==> src/rtl/riscv_ctrl_pkg.sv <==
// Purpose : Shared types and constants for the multicycle RISC-V main controller.
//           Holds the controller state enum, the supported opcodes, the alu_op
//           encodings sent to the ALU decoder and the datapath mux-select codes.
// Ports   : none (package).
package riscv_ctrl_pkg;

    typedef enum logic [3:0] {
        IDLE     = 4'd0,
        FETCH    = 4'd1,
        DECODE   = 4'd2,
        MEMADR   = 4'd3,
        MEMREAD  = 4'd4,
        MEMWB    = 4'd5,
        MEMWRITE = 4'd6,
        EXEC_R   = 4'd7,
        EXEC_I   = 4'd8,
        ALUWB    = 4'd9,
        BEQ      = 4'd10,
        JAL      = 4'd11,
        FAULT    = 4'd12
    } state_t;

    // Opcodes (instruction bits [6:0])
    localparam logic [6:0] OP_LW  = 7'b0000011;
    localparam logic [6:0] OP_SW  = 7'b0100011;
    localparam logic [6:0] OP_R   = 7'b0110011;
    localparam logic [6:0] OP_I   = 7'b0010011;
    localparam logic [6:0] OP_BEQ = 7'b1100011;
    localparam logic [6:0] OP_JAL = 7'b1101111;

    // alu_op encodings for the downstream ALU decoder
    localparam logic [1:0] ALUOP_ADD   = 2'b00;
    localparam logic [1:0] ALUOP_SUB   = 2'b01;
    localparam logic [1:0] ALUOP_FUNCT = 2'b10;

    // ALU source A select
    localparam logic [1:0] SRCA_PC    = 2'b00;
    localparam logic [1:0] SRCA_OLDPC = 2'b01;
    localparam logic [1:0] SRCA_RS1   = 2'b10;

    // ALU source B select
    localparam logic [1:0] SRCB_RS2  = 2'b00;
    localparam logic [1:0] SRCB_IMM  = 2'b01;
    localparam logic [1:0] SRCB_FOUR = 2'b10;

    // Result select
    localparam logic [1:0] RES_ALUOUT = 2'b00;
    localparam logic [1:0] RES_RDATA  = 2'b01;
    localparam logic [1:0] RES_ALU    = 2'b10;

    // Memory address select
    localparam logic ADR_PC     = 1'b0;
    localparam logic ADR_ALUOUT = 1'b1;

endpackage

==> src/rtl/multicycle_main_fsm.sv <==
// Purpose : Multicycle RISC-V main controller. Walks each instruction through
//           fetch / decode / execute / memory / writeback and drives the datapath
//           mux selects, write enables and alu_op. Memory accesses use a req/ready
//           handshake guarded by a wait counter; a stall longer than WAIT_LIMIT
//           cycles, or an unknown opcode, parks the FSM in a sticky FAULT state.
// Ports   :
//   clk         in   rising-edge clock
//   rst_n       in   asynchronous active-low reset
//   op[6:0]     in   opcode from the instruction register
//   mem_ready   in   memory completes the current access this cycle
//   mem_req     out  memory access request (fetch, load, store)
//   adr_src     out  memory address: 0 = PC, 1 = ALUOut
//   ir_write    out  load IR and OldPC
//   pc_update   out  unconditional PC write
//   branch      out  PC write qualified by Zero in the datapath
//   reg_write   out  register-file write
//   mem_write   out  store strobe
//   alu_src_a   out  00 = PC, 01 = OldPC, 10 = rs1
//   alu_src_b   out  00 = rs2, 01 = immediate, 10 = constant 4
//   result_src  out  00 = ALUOut, 01 = read data, 10 = ALU result
//   alu_op      out  00 = ADD, 01 = SUB, 10 = decode by funct fields
//   fault       out  sticky fault indication
//   instr_done  out  pulse on the last cycle of each instruction
module multicycle_main_fsm
    import riscv_ctrl_pkg::*;
#(
    parameter int unsigned WAIT_LIMIT = 16,
    parameter int unsigned CNT_W      = 5
) (
    input  logic       clk,
    input  logic       rst_n,
    input  logic [6:0] op,
    input  logic       mem_ready,
    output logic       mem_req,
    output logic       adr_src,
    output logic       ir_write,
    output logic       pc_update,
    output logic       branch,
    output logic       reg_write,
    output logic       mem_write,
    output logic [1:0] alu_src_a,
    output logic [1:0] alu_src_b,
    output logic [1:0] result_src,
    output logic [1:0] alu_op,
    output logic       fault,
    output logic       instr_done
);

    state_t           r_state;
    state_t           w_state_d;
    logic [CNT_W-1:0] r_wait_cnt;
    logic [CNT_W-1:0] w_wait_cnt_d;
    logic             w_timeout;

    // The counter holds the number of stalled cycles already seen in this state;
    // once it equals WAIT_LIMIT the current cycle is the first one past the limit.
    assign w_timeout = (r_wait_cnt == CNT_W'(WAIT_LIMIT));

    always_ff @(posedge clk or negedge rst_n) begin
        if (!rst_n) begin
            r_state    <= IDLE;
            r_wait_cnt <= '0;
        end else begin
            r_state    <= w_state_d;
            r_wait_cnt <= w_wait_cnt_d;
        end
    end

    always_comb begin
        mem_req      = 1'b0;
        adr_src      = ADR_PC;
        ir_write     = 1'b0;
        pc_update    = 1'b0;
        branch       = 1'b0;
        reg_write    = 1'b0;
        mem_write    = 1'b0;
        alu_src_a    = SRCA_PC;
        alu_src_b    = SRCB_RS2;
        result_src   = RES_ALUOUT;
        alu_op       = ALUOP_ADD;
        fault        = 1'b0;
        instr_done   = 1'b0;
        w_state_d    = r_state;
        w_wait_cnt_d = r_wait_cnt;

        unique case (r_state)
            IDLE: begin
                w_state_d = FETCH;
            end
            FETCH: begin
                mem_req    = 1'b1;
                adr_src    = ADR_PC;
                alu_src_a  = SRCA_PC;
                alu_src_b  = SRCB_FOUR;
                result_src = RES_ALU;
                // IR load and PC+4 happen only in the cycle the fetch completes
                ir_write   = mem_ready;
                pc_update  = mem_ready;
                if (mem_ready) begin
                    w_state_d = DECODE;
                end else if (w_timeout) begin
                    w_state_d = FAULT;
                end
            end
            DECODE: begin
                // Branch target OldPC + imm is parked in ALUOut here
                alu_src_a = SRCA_OLDPC;
                alu_src_b = SRCB_IMM;
                case (op)
                    OP_LW, OP_SW: w_state_d = MEMADR;
                    OP_R:         w_state_d = EXEC_R;
                    OP_I:         w_state_d = EXEC_I;
                    OP_BEQ:       w_state_d = BEQ;
                    OP_JAL:       w_state_d = JAL;
                    default:      w_state_d = FAULT;
                endcase
            end
            MEMADR: begin
                alu_src_a = SRCA_RS1;
                alu_src_b = SRCB_IMM;
                w_state_d = (op == OP_SW) ? MEMWRITE : MEMREAD;
            end
            MEMREAD: begin
                mem_req = 1'b1;
                adr_src = ADR_ALUOUT;
                if (mem_ready) begin
                    w_state_d = MEMWB;
                end else if (w_timeout) begin
                    w_state_d = FAULT;
                end
            end
            MEMWB: begin
                result_src = RES_RDATA;
                reg_write  = 1'b1;
                instr_done = 1'b1;
                w_state_d  = FETCH;
            end
            MEMWRITE: begin
                mem_req    = 1'b1;
                adr_src    = ADR_ALUOUT;
                mem_write  = mem_ready;
                instr_done = mem_ready;
                if (mem_ready) begin
                    w_state_d = FETCH;
                end else if (w_timeout) begin
                    w_state_d = FAULT;
                end
            end
            EXEC_R: begin
                alu_src_a = SRCA_RS1;
                alu_src_b = SRCB_RS2;
                alu_op    = ALUOP_FUNCT;
                w_state_d = ALUWB;
            end
            EXEC_I: begin
                alu_src_a = SRCA_RS1;
                alu_src_b = SRCB_IMM;
                alu_op    = ALUOP_FUNCT;
                w_state_d = ALUWB;
            end
            ALUWB: begin
                result_src = RES_ALUOUT;
                reg_write  = 1'b1;
                instr_done = 1'b1;
                w_state_d  = FETCH;
            end
            BEQ: begin
                alu_src_a  = SRCA_RS1;
                alu_src_b  = SRCB_RS2;
                alu_op     = ALUOP_SUB;
                result_src = RES_ALUOUT;
                branch     = 1'b1;
                instr_done = 1'b1;
                w_state_d  = FETCH;
            end
            JAL: begin
                // Jump target from DECODE goes to PC; ALU computes OldPC+4 for rd
                alu_src_a  = SRCA_OLDPC;
                alu_src_b  = SRCB_FOUR;
                result_src = RES_ALUOUT;
                pc_update  = 1'b1;
                w_state_d  = ALUWB;
            end
            FAULT: begin
                fault     = 1'b1;
                w_state_d = FAULT;
            end
            default: begin
                w_state_d = FAULT;
            end
        endcase

        if (w_state_d != r_state) begin
            w_wait_cnt_d = '0;
        end else if (mem_req && !mem_ready && !w_timeout) begin
            w_wait_cnt_d = r_wait_cnt + 1'b1;
        end
    end

endmodule

==> config.mk <==
export PLATFORM = sky130hd
export DESIGN_NAME = multicycle_main_fsm
export DESIGN_NICKNAME = d
export VERILOG_FILES = /design/src/rtl/riscv_ctrl_pkg.sv /design/src/rtl/multicycle_main_fsm.sv
export SDC_FILE = /design/constraint.sdc
export NUM_CORES = 1
export LEC_CHECK = 0
export BUFFER_PORTS_ARGS = -buffer_cell sky130_fd_sc_hd__buf_2
export CAP_MARGIN = 20
export CORE_MARGIN = 3
export CORE_UTILIZATION = 45
export CTS_CLUSTER_SIZE = 10
export DETAILED_ROUTE_END_ITERATION = 10
export MAX_ROUTING_LAYER = met4
export PLACE_DENSITY = 0.85
export SLEW_MARGIN = 30
export SYNTH_ARGS = -nofsm -noshare
export SYNTH_HDL_FRONTEND = slang
export SYNTH_SLANG_ARGS = --single-unit
==> constraint.sdc <==
create_clock -name clk -period 1.76 [get_ports clk]
set_clock_uncertainty 0.05 [all_clocks]
set_input_delay 0.088 -clock clk [delete_from_list [all_inputs] [get_ports clk]]
set_output_delay 0.088 -clock clk [all_outputs]
set_load 0.05 [all_outputs]
* Word-level counts from Yosys, hierarchy flattened *
Index checks and enable logic that the tools add are counted.

storage, ports and cells
  bits in registers = 9
  bits of input ports = 10
  logic and storage cells = 63

cells by class
  add/sub/neg operators = 1
  equality and inequality tests = 20
  multiplexer cells = 22
  reduce and logical (&&, ||, !) cells = 18

operator list
  kind                                                 number
  one-hot mux 4 bit (7 select lines)                   1
  equality test 4 bit, second input constant           5
  one-hot mux 4 bit (5 select lines)                   1
  equality test 4 x 3 -> 1 bit, second input constant  4
  two-way mux 4 bit                                    4
  one-hot mux 2 bit (2 select lines)                   4
  equality test 7 x 6 -> 1 bit, second input constant  2
  equality test 7 bit, second input constant           2
  OR reduction 2 bit                                   6
  OR reduction 3 bit                                   4
  two-way mux 5 bit                                    2
  equality test 4 x 2 -> 1 bit, second input constant  2
  OR reduction 4 bit                                   2
  equality test 7 x 2 -> 1 bit, second input constant  1
  equality test 7 x 5 -> 1 bit, second input constant  1
  two-way mux 1 bit                                    7
  adder 5 x 1 -> 5 bit, second input constant          1
  equality test 5 bit, second input constant           1
  equality test 4 x 1 -> 1 bit, second input constant  1
  zero test 4 bit                                      1
  inequality test 4 bit                                1
  one-hot mux 1 bit (2 select lines)                   2
  logical AND 1 bit                                    2
  zero test 1 bit                                      2
  other kinds (2)                                      2

* Longest topological paths before layout *
Gate-level depths: netlist of run 1.

  depth in word-level cells = 7
  gate-level depth with buffers = 8
  gate-level depth less buffers = 8

* Worst setup path before layout of run 1 *
Ideal clock, no wire load.

  path kind = register to register
  start point = register r_state[1]
  end point = register r_wait_cnt[4]
  setup time = 0.134 ns
  arrival time = 3.034 ns
  data required time = 1.576 ns
  slack = -1.459 ns
  stages on the path, launching flop included = 8
  buffers on the path = 1
  cells stage by stage = dfrtp_1 nand2b_1 nor3_1 or2_2 clkbuf_1 nand4_1 xnor2_1 nor3b_1

between the ends
  word-level cells in the longest chain between the ends = 6
  elaborated cells between the ends (all ways) = 26
  those cells by class = eq/ne (12); mux (7); reduce/logical (7)

RTL lines
  what                                                                          line                        source
  start: declaration                                                            multicycle_main_fsm.sv:49   state_t r_state;
  start signal: assignment                                                      multicycle_main_fsm.sv:64   r_state <= w_state_d;
  equality test 4 x 3 -> 1 bit or equality test 4 x 1 -> 1 bit (tied branches)  multicycle_main_fsm.sv:86   unique case (r_state)
  OR reduction 3 bit (no line) (*)                                              n/a
  two-way mux 1 bit (*)                                                         multicycle_main_fsm.sv:86
  named net mem_req                                                             multicycle_main_fsm.sv:34   output logic mem_req,
  logical AND 1 bit (*) (2 in a row)                                            multicycle_main_fsm.sv:195  end else if (mem_req && !mem_ready && !w_timeout) begin
  nonzero test 2 bit (no line) (*)                                              n/a
  end signal: assignment                                                        multicycle_main_fsm.sv:65   r_wait_cnt <= w_wait_cnt_d;
  end: declaration                                                              multicycle_main_fsm.sv:51   logic [CNT_W-1:0] r_wait_cnt;

Mark *: on every way through the listed nets, which the timed path passes. The rest lies on a longest branch.
A chain may end at the register's enable or synchronous reset.

* Worst setup path after layout of run 1 *
  start point = register r_wait_cnt[1]
  end point = register r_wait_cnt[4]

between the ends
  word-level cells in the longest chain between the ends = 6
  elaborated cells between the ends (all ways) = 13
  those cells by class = add/sub (1); eq/ne (2); mux (7); reduce/logical (3)

RTL lines
  what                                                     line                                                                                source
  equality test 5 bit                                      multicycle_main_fsm.sv:57                                                           assign w_timeout = (r_wait_cnt == CNT_W'(WAIT_LIMIT));
  two-way mux 4 bit                                        multicycle_main_fsm.sv:101, multicycle_main_fsm.sv:128, multicycle_main_fsm.sv:145
  two-way mux 4 bit (on tied branches)                     multicycle_main_fsm.sv:143, multicycle_main_fsm.sv:99, multicycle_main_fsm.sv:126
  one-hot mux 4 bit (7 select lines)                       multicycle_main_fsm.sv:86
  inequality test 4 bit                                    multicycle_main_fsm.sv:193                                                          if (w_state_d != r_state) begin
  two-way mux 5 bit or nonzero test 2 bit (tied branches)  n/a

Parallel ways exist; a longest one is shown, timed or not. The select of a mux whose other input is x is not followed.

==> impl_metrics.prom, run 1 <==
# TYPE chip_impl_metric gauge
chip_impl_metric{name="place_inst",unit=""} 199
chip_impl_metric{name="ys_warn_count",unit=""} 0
chip_impl_metric{name="syn_inst",unit=""} 125
chip_impl_metric{name="numCtsBuffers",unit=""} 3
chip_impl_metric{name="leakage",unit="uW"} 0.000750
chip_impl_info{name="worstPathCellList",value="inv_2, ha_4, nor4bb_4, nor2_2, a32oi_2, o21ai_2, o211ai_4, nor3b_2"} 1
chip_impl_metric{name="r2r_setup_slack",unit="ns"} -0.26
chip_impl_metric{name="drtIter0Drc",unit=""} 73
chip_impl_metric{name="grt_pass1_vias",unit=""} 1192
chip_impl_info{name="hold_wc_path_type",value="in2async"} 1
chip_impl_metric{name="avgViaCountPerCell",unit=""} 6.27
chip_impl_metric{name="antenna_found_initial",unit=""} 0
chip_impl_metric{name="final.setup.worst_slack",unit="ns"} -0.259
chip_impl_metric{name="netlist_cell_types",unit=""} 40
chip_impl_info{name="layout_common_cells",value="sky130_fd_sc_hd__buf_4 (40), sky130_fd_sc_hd__buf_2 (18), sky130_fd_sc_hd__nand2_1 (14)"} 1
chip_impl_metric{name="clk_pin_slew_worst_paths",unit="ns"} 0.07
chip_impl_metric{name="global_route.usage.total",unit=""} 0.277
chip_impl_info{name="worstReg2RegEnd",value="r_wait_cnt[4]"} 1
chip_impl_metric{name="mappedNetlistArea",unit="sq um"} 905
chip_impl_metric{name="insertedDiodeCount",unit=""} 0
chip_impl_info{name="run_status",value="finished, violations left"} 1
chip_impl_metric{name="multiInputGateArea",unit="sq um"} 841
chip_impl_info{name="clockRootBuffer",value="sky130_fd_sc_hd__clkbuf_4"} 1
chip_impl_metric{name="fin_worst_hold_slack",unit="ns"} 0.188
chip_impl_metric{name="pin_count_of_the_biggest_net_entering_global_routing",unit=""} 18
chip_impl_metric{name="buffers_added_on_ports",unit=""} 26
chip_impl_metric{name="path_depth_of_the_worst_reg2reg_path",unit=""} 8
chip_impl_metric{name="detail_route.wirelength",unit="um"} 4480
chip_impl_metric{name="hold_viol",unit=""} 0
chip_impl_info{name="most_common_cell_after_layout_fill_and_taps_aside",value="sky130_fd_sc_hd__buf_4"} 1
chip_impl_metric{name="grt_pass1_wl",unit="um"} 5370
chip_impl_metric{name="worstPathArrival",unit="ns"} 2.11
chip_impl_metric{name="fraction_of_final_layout_cells_sized_beyond_drive_strength_1",unit=""} 0.601
chip_impl_metric{name="final.min_clock_period",unit="ns"} 2.02
chip_impl_metric{name="place.gp.congestion",unit=""} 0.919
chip_impl_metric{name="sequential_area",unit="sq um"} 225
chip_impl_metric{name="setup-tns-final",unit="ns"} -1.85
chip_impl_info{name="worst_setup_path_end_kind",value="flop"} 1
chip_impl_metric{name="p_per_area",unit="mW/mm^2"} 257
chip_impl_metric{name="dieHeight",unit="um"} 50.8
chip_impl_metric{name="crit_buf_inv",unit=""} 1
chip_impl_metric{name="tightest_slew_margin_relative_to_the_limit",unit=""} 0.734
chip_impl_metric{name="layout.nets",unit=""} 201
chip_impl_metric{name="crit_path_max_incr_delay",unit="ns"} 0.39
chip_impl_metric{name="post_drt_wl_per_cell",unit="um"} 21.0
chip_impl_info{name="timing.rr.start",value="r_wait_cnt[1]"} 1
chip_impl_info{name="timing_worst_setup_path_type",value="reg2reg"} 1
chip_impl_metric{name="grt-ovfl-total",unit=""} 0
chip_impl_info{name="cp-start-kind",value="flop"} 1
chip_impl_metric{name="number_of_placed_i_o_pins",unit=""} 27
chip_impl_metric{name="post-route-period-util",unit=""} 1.15
chip_impl_metric{name="max_freq",unit="MHz"} 495
chip_impl_info{name="critical-path-slowest-cell",value="sky130_fd_sc_hd__dfrtp_1"} 1
chip_impl_metric{name="drtPass1Iterations",unit=""} 4
chip_impl_metric{name="vias",unit=""} 1336
chip_impl_metric{name="starting_density_of_the_core",unit=""} 0.502
chip_impl_metric{name="clock_tree.buffer_depth",unit=""} 2
chip_impl_metric{name="ir_drop",unit="mV"} 0.361
chip_impl_metric{name="row_count",unit=""} 15
chip_impl_metric{name="dpl.hpwl",unit="um"} 2240
chip_impl_metric{name="finish.utilization",unit=""} 0.906
chip_impl_metric{name="htree_num_levels",unit=""} 1
chip_impl_metric{name="crit_fanout",unit=""} 5
chip_impl_metric{name="clk_latency",unit="ns"} 0.26
chip_impl_metric{name="tightest_slew",unit="ns"} 0.395
chip_impl_metric{name="cts.sinks",unit=""} 9
chip_impl_metric{name="register_bit_count_reported_by_yosys",unit=""} 9
chip_impl_metric{name="synth_nets",unit=""} 137
chip_impl_metric{name="placement.setup.worst_slack",unit="ns"} -0.406
chip_impl_metric{name="yosysSeqAreaShare",unit=""} 0.249
chip_impl_metric{name="drtAntennaViolNets",unit=""} 0
chip_impl_metric{name="area_inside_the_core_boundary",unit="sq mm"} 0.00180
chip_impl_metric{name="fp.dieArea",unit="sq mm"} 0.00258
chip_impl_metric{name="synthToLayoutAreaGrowth",unit="%"} 80.5
chip_impl_metric{name="syn-mean-instance-area",unit="sq um"} 7.24
chip_impl_info{name="cts_tree",value="built"} 1
chip_impl_metric{name="die_x",unit="um"} 50.8
chip_impl_info{name="setup.worst_path.start",value="r_wait_cnt[1]"} 1
chip_impl_metric{name="number_of_max_cap_violations",unit=""} 0
chip_impl_metric{name="worst_ep_required_time",unit="ns"} 1.85
chip_impl_metric{name="fillers",unit=""} 77
chip_impl_metric{name="timing.critical_path.depth",unit=""} 8
chip_impl_info{name="cp_top_family",value="compound AO/OA/AOI/OAI gates"} 1
chip_impl_info{name="violations",value="negative setup slack"} 1
chip_impl_metric{name="setup_viol_count_final",unit=""} 16
chip_impl_info{name="rsz_0062_raised_after_global_routing",value="true"} 1
chip_impl_metric{name="slew_viol_final",unit=""} 0
chip_impl_metric{name="stdcell_count",unit=""} 213
chip_impl_metric{name="drc",unit=""} 0
## repair_timing
| item | in CTS | in global routing |
|---|---|---|
| resized for setup | 16 | 37 |
| hold buffers | 1 | 0 |
| endpoints found under the setup margin | 12 | 15 |
| pin swaps | 10 | 10 |
| hold endpoints to repair | 9 | 0 |
| setup buffers | 3 | 9 |
## cells by family after synthesis
group,count (synthesis),share of synthesized area
buffers and inverters,14,0.0733
adders and majority gates,2,0.0277
DFF,9,0.249
xor gates and xnor gates,6,0.0581
AOI/OAI and AO/OA,32,0.231
and+or+nand+nor,62,0.361
## area by class of cell
cell class / instances / area share
repair buffers: 68 / 0.300
clock buffers: 4 / 0.0161
flip-flops and latches: 9 / 0.138
inverters: 5 / 0.0115
multi-input cells: 102 / 0.515
well taps: 25 / 0.0192
## sequential cells by signal, summed over array words and instances, names as in the netlist
signal      flops
r_wait_cnt      5
r_state         4
## power breakdown
group	leakage, uW	internal [uW]	switching [uW]
combinational	0.000620	20.3	26.7
sequential	0.000115	207	0
clock	0.0000150	87.6	78.1
## stage by stage
step	power [uW]	area (sq um)
final	419	1630
after detailed placement	249	1310
after global placement	247	1310
after global routing	430	1630
after CTS	404	1440
after floorplan	224	975
## metal layers
| metal | part of all wire | wire length [um] | global-route usage | vias up |
|---|---|---|---|---|
| li1 | - | - | - | 568 |
| met5 | 0 | 0 | - | - |
| met1 | 0.37 | 1670 | 0.299 | 624 |
| met4 | 0.059 | 266 | 0.0942 | 0 |
| met2 | 0.49 | 2180 | 0.507 | 111 |
| met3 | 0.082 | 368 | 0.0554 | 33 |
## Yosys cell counts
cell | n | share of area
sky130_fd_sc_hd__nor3_2 | 1 | 0.011
sky130_fd_sc_hd__o31ai_1 | 3 | 0.025
sky130_fd_sc_hd__o21a_1 | 1 | 0.0083
sky130_fd_sc_hd__nand3_1 | 1 | 0.0055
sky130_fd_sc_hd__a211oi_2 | 1 | 0.014
sky130_fd_sc_hd__and3_1 | 1 | 0.0069
sky130_fd_sc_hd__a21o_1 | 1 | 0.0083
sky130_fd_sc_hd__a21oi_2 | 1 | 0.0097
sky130_fd_sc_hd__xor2_1 | 3 | 0.029
sky130_fd_sc_hd__o22ai_1 | 3 | 0.021
sky130_fd_sc_hd__a21oi_1 | 11 | 0.061
sky130_fd_sc_hd__dfrtp_1 | 9 | 0.25
sky130_fd_sc_hd__or2_2 | 2 | 0.014
sky130_fd_sc_hd__a32oi_1 | 1 | 0.0097
sky130_fd_sc_hd__ha_1 | 2 | 0.028
sky130_fd_sc_hd__or3_1 | 1 | 0.0069
sky130_fd_sc_hd__buf_2 | 2 | 0.011
sky130_fd_sc_hd__buf_1 | 1 | 0.0041
sky130_fd_sc_hd__o21ai_0 | 6 | 0.033
sky130_fd_sc_hd__nor2b_1 | 2 | 0.014
sky130_fd_sc_hd__nor4_1 | 1 | 0.0069
sky130_fd_sc_hd__or3_4 | 1 | 0.012
sky130_fd_sc_hd__buf_4 | 1 | 0.0083
sky130_fd_sc_hd__inv_1 | 5 | 0.021
sky130_fd_sc_hd__nand4_1 | 3 | 0.021
sky130_fd_sc_hd__nand2b_1 | 7 | 0.048
sky130_fd_sc_hd__a2bb2oi_1 | 1 | 0.0097
sky130_fd_sc_hd__xnor2_1 | 3 | 0.029
sky130_fd_sc_hd__or4b_4 | 1 | 0.015
sky130_fd_sc_hd__and2_1 | 2 | 0.014
sky130_fd_sc_hd__nor3_1 | 6 | 0.033
sky130_fd_sc_hd__nor3b_1 | 2 | 0.017
sky130_fd_sc_hd__nor4bb_1 | 1 | 0.011
sky130_fd_sc_hd__nor2_1 | 13 | 0.054
sky130_fd_sc_hd__nand2_1 | 17 | 0.071
sky130_fd_sc_hd__o211ai_2 | 1 | 0.014
sky130_fd_sc_hd__clkbuf_1 | 4 | 0.017
sky130_fd_sc_hd__buf_6 | 1 | 0.012
sky130_fd_sc_hd__o211ai_1 | 1 | 0.0083
sky130_fd_sc_hd__o2111ai_1 | 1 | 0.0097
## how the worst max path moves through the flow
| stage | endpoint |
|---|---|
| after floorplan | r_wait_cnt[4] |
| after global placement | r_wait_cnt[4] |
| after detailed placement | r_wait_cnt[1] |
| after CTS | r_state[1] |
| after global routing | r_wait_cnt[0] |
| final | r_wait_cnt[4] |
(Power assumes the default switching activity.)
==> inputs of run 2 (changes only) <==
- CORE_MARGIN: 3 -> 8
==> run 2 against run 1 <==
Net effect: the run still ends with negative setup slack left; total power down 3.2%; wire length down 23%; critical path depth down 2; non-clock buffer count down 5; die area up 43%; flip-flop and latch count unchanged; combinational power down 4%; critical path type unchanged; critical endpoint is now r_wait_cnt[3]; largest power group unchanged.
==> impl_metrics.prom, run 2 (same netlist as run 1, synthesis figures left out) <==
# TYPE chip_impl_metric gauge
chip_impl_info{name="layout_common_cells",value="sky130_fd_sc_hd__buf_4 (37), sky130_fd_sc_hd__buf_2 (19), sky130_fd_sc_hd__nand2_1 (17)"} 1
chip_impl_metric{name="finish.utilization",unit=""} 0.778
chip_impl_metric{name="final.min_clock_period",unit="ns"} 1.96
chip_impl_metric{name="fp.dieArea",unit="sq mm"} 0.00370
chip_impl_info{name="rsz_0062_raised_after_global_routing",value="true"} 1
chip_impl_metric{name="tightest_slew",unit="ns"} 0.346
chip_impl_metric{name="antenna_found_initial",unit=""} 0
chip_impl_metric{name="detailroute.wirelength.met2",unit="um"} 1740
chip_impl_metric{name="largest_reg_flops",unit=""} 5
chip_impl_metric{name="detail_route.wirelength",unit="um"} 3440
chip_impl_metric{name="post_drt_wl_per_cell",unit="um"} 16.4
chip_impl_metric{name="number_of_placed_i_o_pins",unit=""} 27
chip_impl_metric{name="dieHeight",unit="um"} 60.8
chip_impl_metric{name="starting_density_of_the_core",unit=""} 0.471
chip_impl_metric{name="p_per_area",unit="mW/mm^2"} 271
chip_impl_metric{name="grt-ovfl-total",unit=""} 0
chip_impl_metric{name="place.gp.congestion",unit=""} 0.917
chip_impl_info{name="registers_with_the_most_flip_flops",value="r_wait_cnt: 5 flops, r_state: 4 flops"} 1
chip_impl_info{name="timing_worst_setup_path_type",value="reg2reg"} 1
chip_impl_info{name="worst_setup_path_end_kind",value="flop"} 1
chip_impl_metric{name="drc",unit=""} 0
chip_impl_info{name="registers.top_by_ff_count",value="r_wait_cnt"} 1
chip_impl_metric{name="wl_met1",unit="um"} 1340
chip_impl_metric{name="cts.sinks",unit=""} 9
chip_impl_metric{name="drtIter0Drc",unit=""} 54
chip_impl_metric{name="max_freq",unit="MHz"} 510
chip_impl_metric{name="avgViaCountPerCell",unit=""} 5.68
chip_impl_info{name="highest-signal-layer",value="met4"} 1
chip_impl_metric{name="htree_num_levels",unit=""} 1
chip_impl_metric{name="clock_tree.buffer_depth",unit=""} 2
chip_impl_metric{name="number_of_max_cap_violations",unit=""} 0
chip_impl_metric{name="dpl.hpwl",unit="um"} 2310
chip_impl_metric{name="layout.nets",unit=""} 196
chip_impl_metric{name="vias",unit=""} 1193
chip_impl_metric{name="die_x",unit="um"} 60.8
chip_impl_metric{name="synthToLayoutAreaGrowth",unit="%"} 65.3
chip_impl_metric{name="place_inst",unit=""} 199
chip_impl_metric{name="fin_worst_hold_slack",unit="ns"} 0.178
chip_impl_info{name="most_common_cell_after_layout_fill_and_taps_aside",value="sky130_fd_sc_hd__buf_4"} 1
chip_impl_metric{name="worstPathArrival",unit="ns"} 2.07
chip_impl_metric{name="final.setup.worst_slack",unit="ns"} -0.201
chip_impl_metric{name="hold_viol",unit=""} 0
chip_impl_metric{name="drtAntennaViolNets",unit=""} 0
chip_impl_info{name="cts_tree",value="built"} 1
chip_impl_metric{name="clk_pin_slew_worst_paths",unit="ns"} 0.06
chip_impl_metric{name="pin_count_of_the_biggest_net_entering_global_routing",unit=""} 18
chip_impl_metric{name="global_route.usage.total",unit=""} 0.173
chip_impl_info{name="cp-start-kind",value="flop"} 1
chip_impl_metric{name="area_inside_the_core_boundary",unit="sq mm"} 0.00192
chip_impl_metric{name="met3_length",unit="um"} 291
chip_impl_metric{name="crit_fanout",unit=""} 5
chip_impl_metric{name="numCtsBuffers",unit=""} 3
chip_impl_info{name="hold_wc_path_type",value="in2async"} 1
chip_impl_metric{name="buffers_added_on_ports",unit=""} 26
chip_impl_metric{name="leakage",unit="uW"} 0.000708
chip_impl_metric{name="row_count",unit=""} 16
chip_impl_metric{name="setup_viol_count_final",unit=""} 5
chip_impl_metric{name="worst_ep_required_time",unit="ns"} 1.87
chip_impl_info{name="violations",value="negative setup slack"} 1
chip_impl_metric{name="post-route-period-util",unit=""} 1.11
chip_impl_metric{name="grt_pass1_vias",unit=""} 1107
chip_impl_info{name="run_status",value="finished, violations left"} 1
chip_impl_info{name="clockRootBuffer",value="sky130_fd_sc_hd__clkbuf_4"} 1
chip_impl_metric{name="slew_viol_final",unit=""} 0
chip_impl_metric{name="clk_latency",unit="ns"} 0.25
chip_impl_metric{name="grt_pass1_wl",unit="um"} 4810
chip_impl_metric{name="insertedDiodeCount",unit=""} 0
chip_impl_metric{name="fraction_of_final_layout_cells_sized_beyond_drive_strength_1",unit=""} 0.525
chip_impl_metric{name="tightest_slew_margin_relative_to_the_limit",unit=""} 0.768
chip_impl_metric{name="drtPass1Iterations",unit=""} 4
chip_impl_metric{name="stdcell_count",unit=""} 210
chip_impl_metric{name="ir_drop",unit="mV"} 0.378
chip_impl_metric{name="final_power",unit="uW"} 406
==> run 2: cell count changes in the layout (fill, tap and decap cells not counted), sizes merged <==
cell,delta
buf,-6
clkbuf,+1
==> run 2: repair_timing <==
action / in CTS / in global routing
hold endpoints to repair: 9 / 0
setup endpoints to repair: 8 / 13
hold buffers: 1 / 0
cloned: 0 / 0
gates resized for setup: 14 / 16
pin swaps: 8 / 9
buffers inserted: 3 / 3
==> run 2: layout make-up <==
class	instances	area (sq um)
flip-flops and latches	9	225
inverters	5	18.8
multi-input cells	102	752
fillers	137	427
well taps	27	33.8
repair buffers	63	439
clock buffers	4	26.3
==> run 2: metal layers <==
layer | vias up | global-route usage
met2 | 71 | 0.306
li1 | 557 | -
met1 | 557 | 0.199
met5 | - | -
met4 | 0 | 0.0532
met3 | 8 | 0.0191
==> run 2: worst paths after layout <==
kind / start / to / slack, ns / cells past startpoint
setup reg to reg: r_state[3] / r_wait_cnt[3] / -0.20 / 6
hold reg to reg: r_state[3] / r_state[1] / 0.65 / 2
max in group asynchronous: rst_n / r_wait_cnt[3] / 1.31 / 2
min in group clk: mem_ready / r_state[1] / 0.26 / 3
setup / recovery: r_state[3] / r_wait_cnt[3] / -0.20 / 6
hold / removal: rst_n / r_wait_cnt[4] / 0.18 / 2
==> run 2: critical path, stage by stage, from the launching register on <==
cell and delay (ns):
sky130_fd_sc_hd__dfrtp_1 0.40, sky130_fd_sc_hd__or4b_4 0.57, sky130_fd_sc_hd__nor3_4 0.14, sky130_fd_sc_hd__nand2_1 0.08, sky130_fd_sc_hd__a21oi_2 0.19, sky130_fd_sc_hd__o211ai_2 0.18
sky130_fd_sc_hd__nor3_1 0.24
==> run 2: power breakdown <==
part,leakage (uW),switching (uW),internal (uW)
Clock,0.0000150,66.7,87.0
Sequential,0.000115,0,207
Combinational,0.000578,25.0,20.2
==> run 2: metrics by stage <==
stage | setup WS (ns) | TNS (ns) | area, sq um
final | -0.201 | -0.919 | 1500
after global routing | -0.298 | -1.26 | 1500
after CTS | -0.111 | -0.543 | 1420
after detailed placement | -0.318 | -1.49 | 1290
after global placement | -0.155 | -0.757 | 1290
after floorplan | -0.261 | -1.59 | 975
==> inputs of run 3 (changes only) <==
- BUFFER_PORTS_ARGS: -buffer_cell sky130_fd_sc_hd__buf_2 -> -buffer_cell sky130_fd_sc_hd__buf_4
- clock period: 1.76 -> 1.69 ns (I/O delays scaled with it)
==> run 3 against run 2 <==
Net effect: the flow still finishes with violations (negative setup slack); non-clock buffer count is 2 higher; highest routed layer unchanged; critical path type unchanged; setup slack got worse by 0.22 ns; critical endpoint unchanged; hold slack got worse by 0.062 ns; largest cell class unchanged.
==> impl_metrics.prom, run 3 (same netlist as run 1, synthesis figures left out) <==
# TYPE chip_impl_metric gauge
chip_impl_metric{name="number_of_max_cap_violations",unit=""} 0
chip_impl_info{name="hold_wc_path_type",value="in2async"} 1
chip_impl_metric{name="dieHeight",unit="um"} 60.8
chip_impl_info{name="cp_top_family",value="simple AND/OR/NAND/NOR gates"} 1
chip_impl_metric{name="global_route.usage.total",unit=""} 0.197
chip_impl_metric{name="place_area",unit="sq mm"} 0.00139
chip_impl_metric{name="ir_drop",unit="mV"} 0.409
chip_impl_metric{name="grt_pass1_wl",unit="um"} 5320
chip_impl_metric{name="fraction_of_final_layout_cells_sized_beyond_drive_strength_1",unit=""} 0.578
chip_impl_metric{name="dpl.hpwl",unit="um"} 2360
chip_impl_metric{name="post_drt_wl_per_cell",unit="um"} 20.3
chip_impl_metric{name="insertedDiodeCount",unit=""} 0
chip_impl_metric{name="stdcell_count",unit=""} 212
chip_impl_metric{name="setup_viol_count_final",unit=""} 20
chip_impl_metric{name="numCtsBuffers",unit=""} 3
chip_impl_metric{name="place_inst",unit=""} 201
chip_impl_metric{name="post-route-period-util",unit=""} 1.25
chip_impl_metric{name="drtAntennaViolNets",unit=""} 0
chip_impl_metric{name="pin_count_of_the_biggest_net_entering_global_routing",unit=""} 18
chip_impl_metric{name="drtPass1Iterations",unit=""} 5
chip_impl_info{name="cts_tree",value="built"} 1
chip_impl_metric{name="place.gp.congestion",unit=""} 0.936
chip_impl_metric{name="layout.nets",unit=""} 198
chip_impl_metric{name="die_x",unit="um"} 60.8
chip_impl_info{name="run_status",value="finished, violations left"} 1
chip_impl_metric{name="leakage",unit="uW"} 0.000774
chip_impl_metric{name="worst_ep_required_time",unit="ns"} 1.82
chip_impl_metric{name="sequential_area",unit="sq um"} 225
chip_impl_metric{name="multiInputGateArea",unit="sq um"} 836
chip_impl_metric{name="detail_route.wirelength",unit="um"} 4310
chip_impl_metric{name="vias",unit=""} 1293
chip_impl_info{name="clockRootBuffer",value="sky130_fd_sc_hd__clkbuf_4"} 1
chip_impl_metric{name="avgViaCountPerCell",unit=""} 6.10
chip_impl_info{name="timing.rr.start",value="r_wait_cnt[0]"} 1
chip_impl_metric{name="drtIter0Drc",unit=""} 88
chip_impl_info{name="worstPathCellList",value="inv_2, ha_4, nor4bb_4, nor2_2, o211ai_1, nand2_1, xor2_1, buf_4, nor3_1"} 1
chip_impl_metric{name="finish.utilization",unit=""} 0.872
chip_impl_info{name="layout_common_cells",value="sky130_fd_sc_hd__buf_4 (53), sky130_fd_sc_hd__nand2_1 (14), sky130_fd_sc_hd__buf_6 (10)"} 1
chip_impl_metric{name="buffers_added_on_ports",unit=""} 26
chip_impl_metric{name="starting_density_of_the_core",unit=""} 0.471
chip_impl_metric{name="fillers",unit=""} 94
chip_impl_metric{name="antenna_found_initial",unit=""} 0
chip_impl_info{name="most_common_cell_after_layout_fill_and_taps_aside",value="sky130_fd_sc_hd__buf_4"} 1
chip_impl_metric{name="clk_pin_slew_worst_paths",unit="ns"} 0.06
chip_impl_metric{name="hold_viol",unit=""} 0
chip_impl_metric{name="clk_latency",unit="ns"} 0.29
chip_impl_metric{name="row_count",unit=""} 16
chip_impl_metric{name="fp.dieArea",unit="sq mm"} 0.00370
chip_impl_metric{name="fin_worst_hold_slack",unit="ns"} 0.116
chip_impl_metric{name="cts.sinks",unit=""} 9
chip_impl_metric{name="final.setup.worst_slack",unit="ns"} -0.420
chip_impl_metric{name="number_of_placed_i_o_pins",unit=""} 27
chip_impl_metric{name="tightest_slew_margin_relative_to_the_limit",unit=""} 0.736
chip_impl_info{name="timing_worst_setup_path_type",value="reg2reg"} 1
chip_impl_metric{name="crit_buf_inv",unit=""} 2
chip_impl_metric{name="tightest_slew",unit="ns"} 0.391
chip_impl_info{name="critical-path-slowest-cell",value="sky130_fd_sc_hd__dfrtp_1"} 1
chip_impl_metric{name="grt-ovfl-total",unit=""} 0
chip_impl_info{name="setup.worst_path.start",value="r_wait_cnt[0]"} 1
chip_impl_info{name="registers.top_by_ff_count",value="r_wait_cnt"} 1
chip_impl_metric{name="stdcell_area",unit="sq mm"} 0.00168
chip_impl_metric{name="worstPathArrival",unit="ns"} 2.24
chip_impl_metric{name="clock_tree.buffer_depth",unit=""} 2
chip_impl_info{name="registers_with_the_most_flip_flops",value="r_wait_cnt: 5 flops, r_state: 4 flops"} 1
chip_impl_info{name="worst_setup_path_end_kind",value="flop"} 1
chip_impl_metric{name="drc",unit=""} 0
chip_impl_metric{name="largest_reg_flops",unit=""} 5
chip_impl_info{name="rsz_0062_raised_after_global_routing",value="true"} 1
chip_impl_metric{name="max_freq",unit="MHz"} 474
chip_impl_metric{name="htree_num_levels",unit=""} 1
chip_impl_metric{name="area_inside_the_core_boundary",unit="sq mm"} 0.00192
chip_impl_metric{name="slew_viol_final",unit=""} 0
chip_impl_info{name="violations",value="negative setup slack"} 1
chip_impl_metric{name="grt_pass1_vias",unit=""} 1169
chip_impl_info{name="cp-start-kind",value="flop"} 1
chip_impl_metric{name="synthToLayoutAreaGrowth",unit="%"} 85.2
chip_impl_metric{name="crit_fanout",unit=""} 5
chip_impl_metric{name="p_per_area",unit="mW/mm^2"} 270
chip_impl_metric{name="final.min_clock_period",unit="ns"} 2.11
chip_impl_metric{name="crit_path_max_incr_delay",unit="ns"} 0.40
run 3: cell types whose count changed in the layout (fill, tap and decap cells not counted), sizes merged:
cell    before  now
buf         58   64
clkbuf       8    4
run 3: final timing paths:
kind	to	slack, ns	cells after the start
max	r_wait_cnt[3]	-0.42	9
max reg2reg	r_wait_cnt[3]	-0.42	9
min in group clk	r_state[1]	0.14	3
max in group asynchronous	r_wait_cnt[0]	1.34	2
min	r_state[2]	0.12	2
min reg2reg	r_wait_cnt[4]	0.69	3
run 3: timing repair:
item,in CTS,in global routing
endpoints found under the hold margin,9,0
hold buffers,1,0
cloned,0,0
pin swaps,9,12
buffers inserted,6,4
endpoints found under the setup margin,13,19
gates resized for setup,16,31
run 3: per-stage QoR:
step                setup TNS, ns  setup slack [ns]  power [uW]
global route                -3.03            -0.471         455
global placement            -1.12            -0.228         265
CTS                         -1.41            -0.235         437
floorplan                   -2.20            -0.316         233
detailed placement          -1.61            -0.362         267
finish                      -2.58            -0.420         452
run 3: report_power, final:
part / internal (uW) / switching (uW)
Clock: 91.9 / 90.9
Combinational: 27.0 / 27.1
Sequential: 215 / 0
run 3: layout make-up:
type                       count  share of cell area
inverter                       5              0.0112
clock buffer                   4              0.0157
sequential                     9               0.134
timing repair buffer          65               0.320
tap                           27              0.0202
multi-input combinational    102               0.499
run 3: metal layers:
metal,global-route usage,vias up,part of all wire
met5,-,-,0
li1,-,564,-
met3,0.0275,24,0.096
met2,0.350,104,0.51
met4,0.0930,0,0.031
met1,0.210,601,0.36
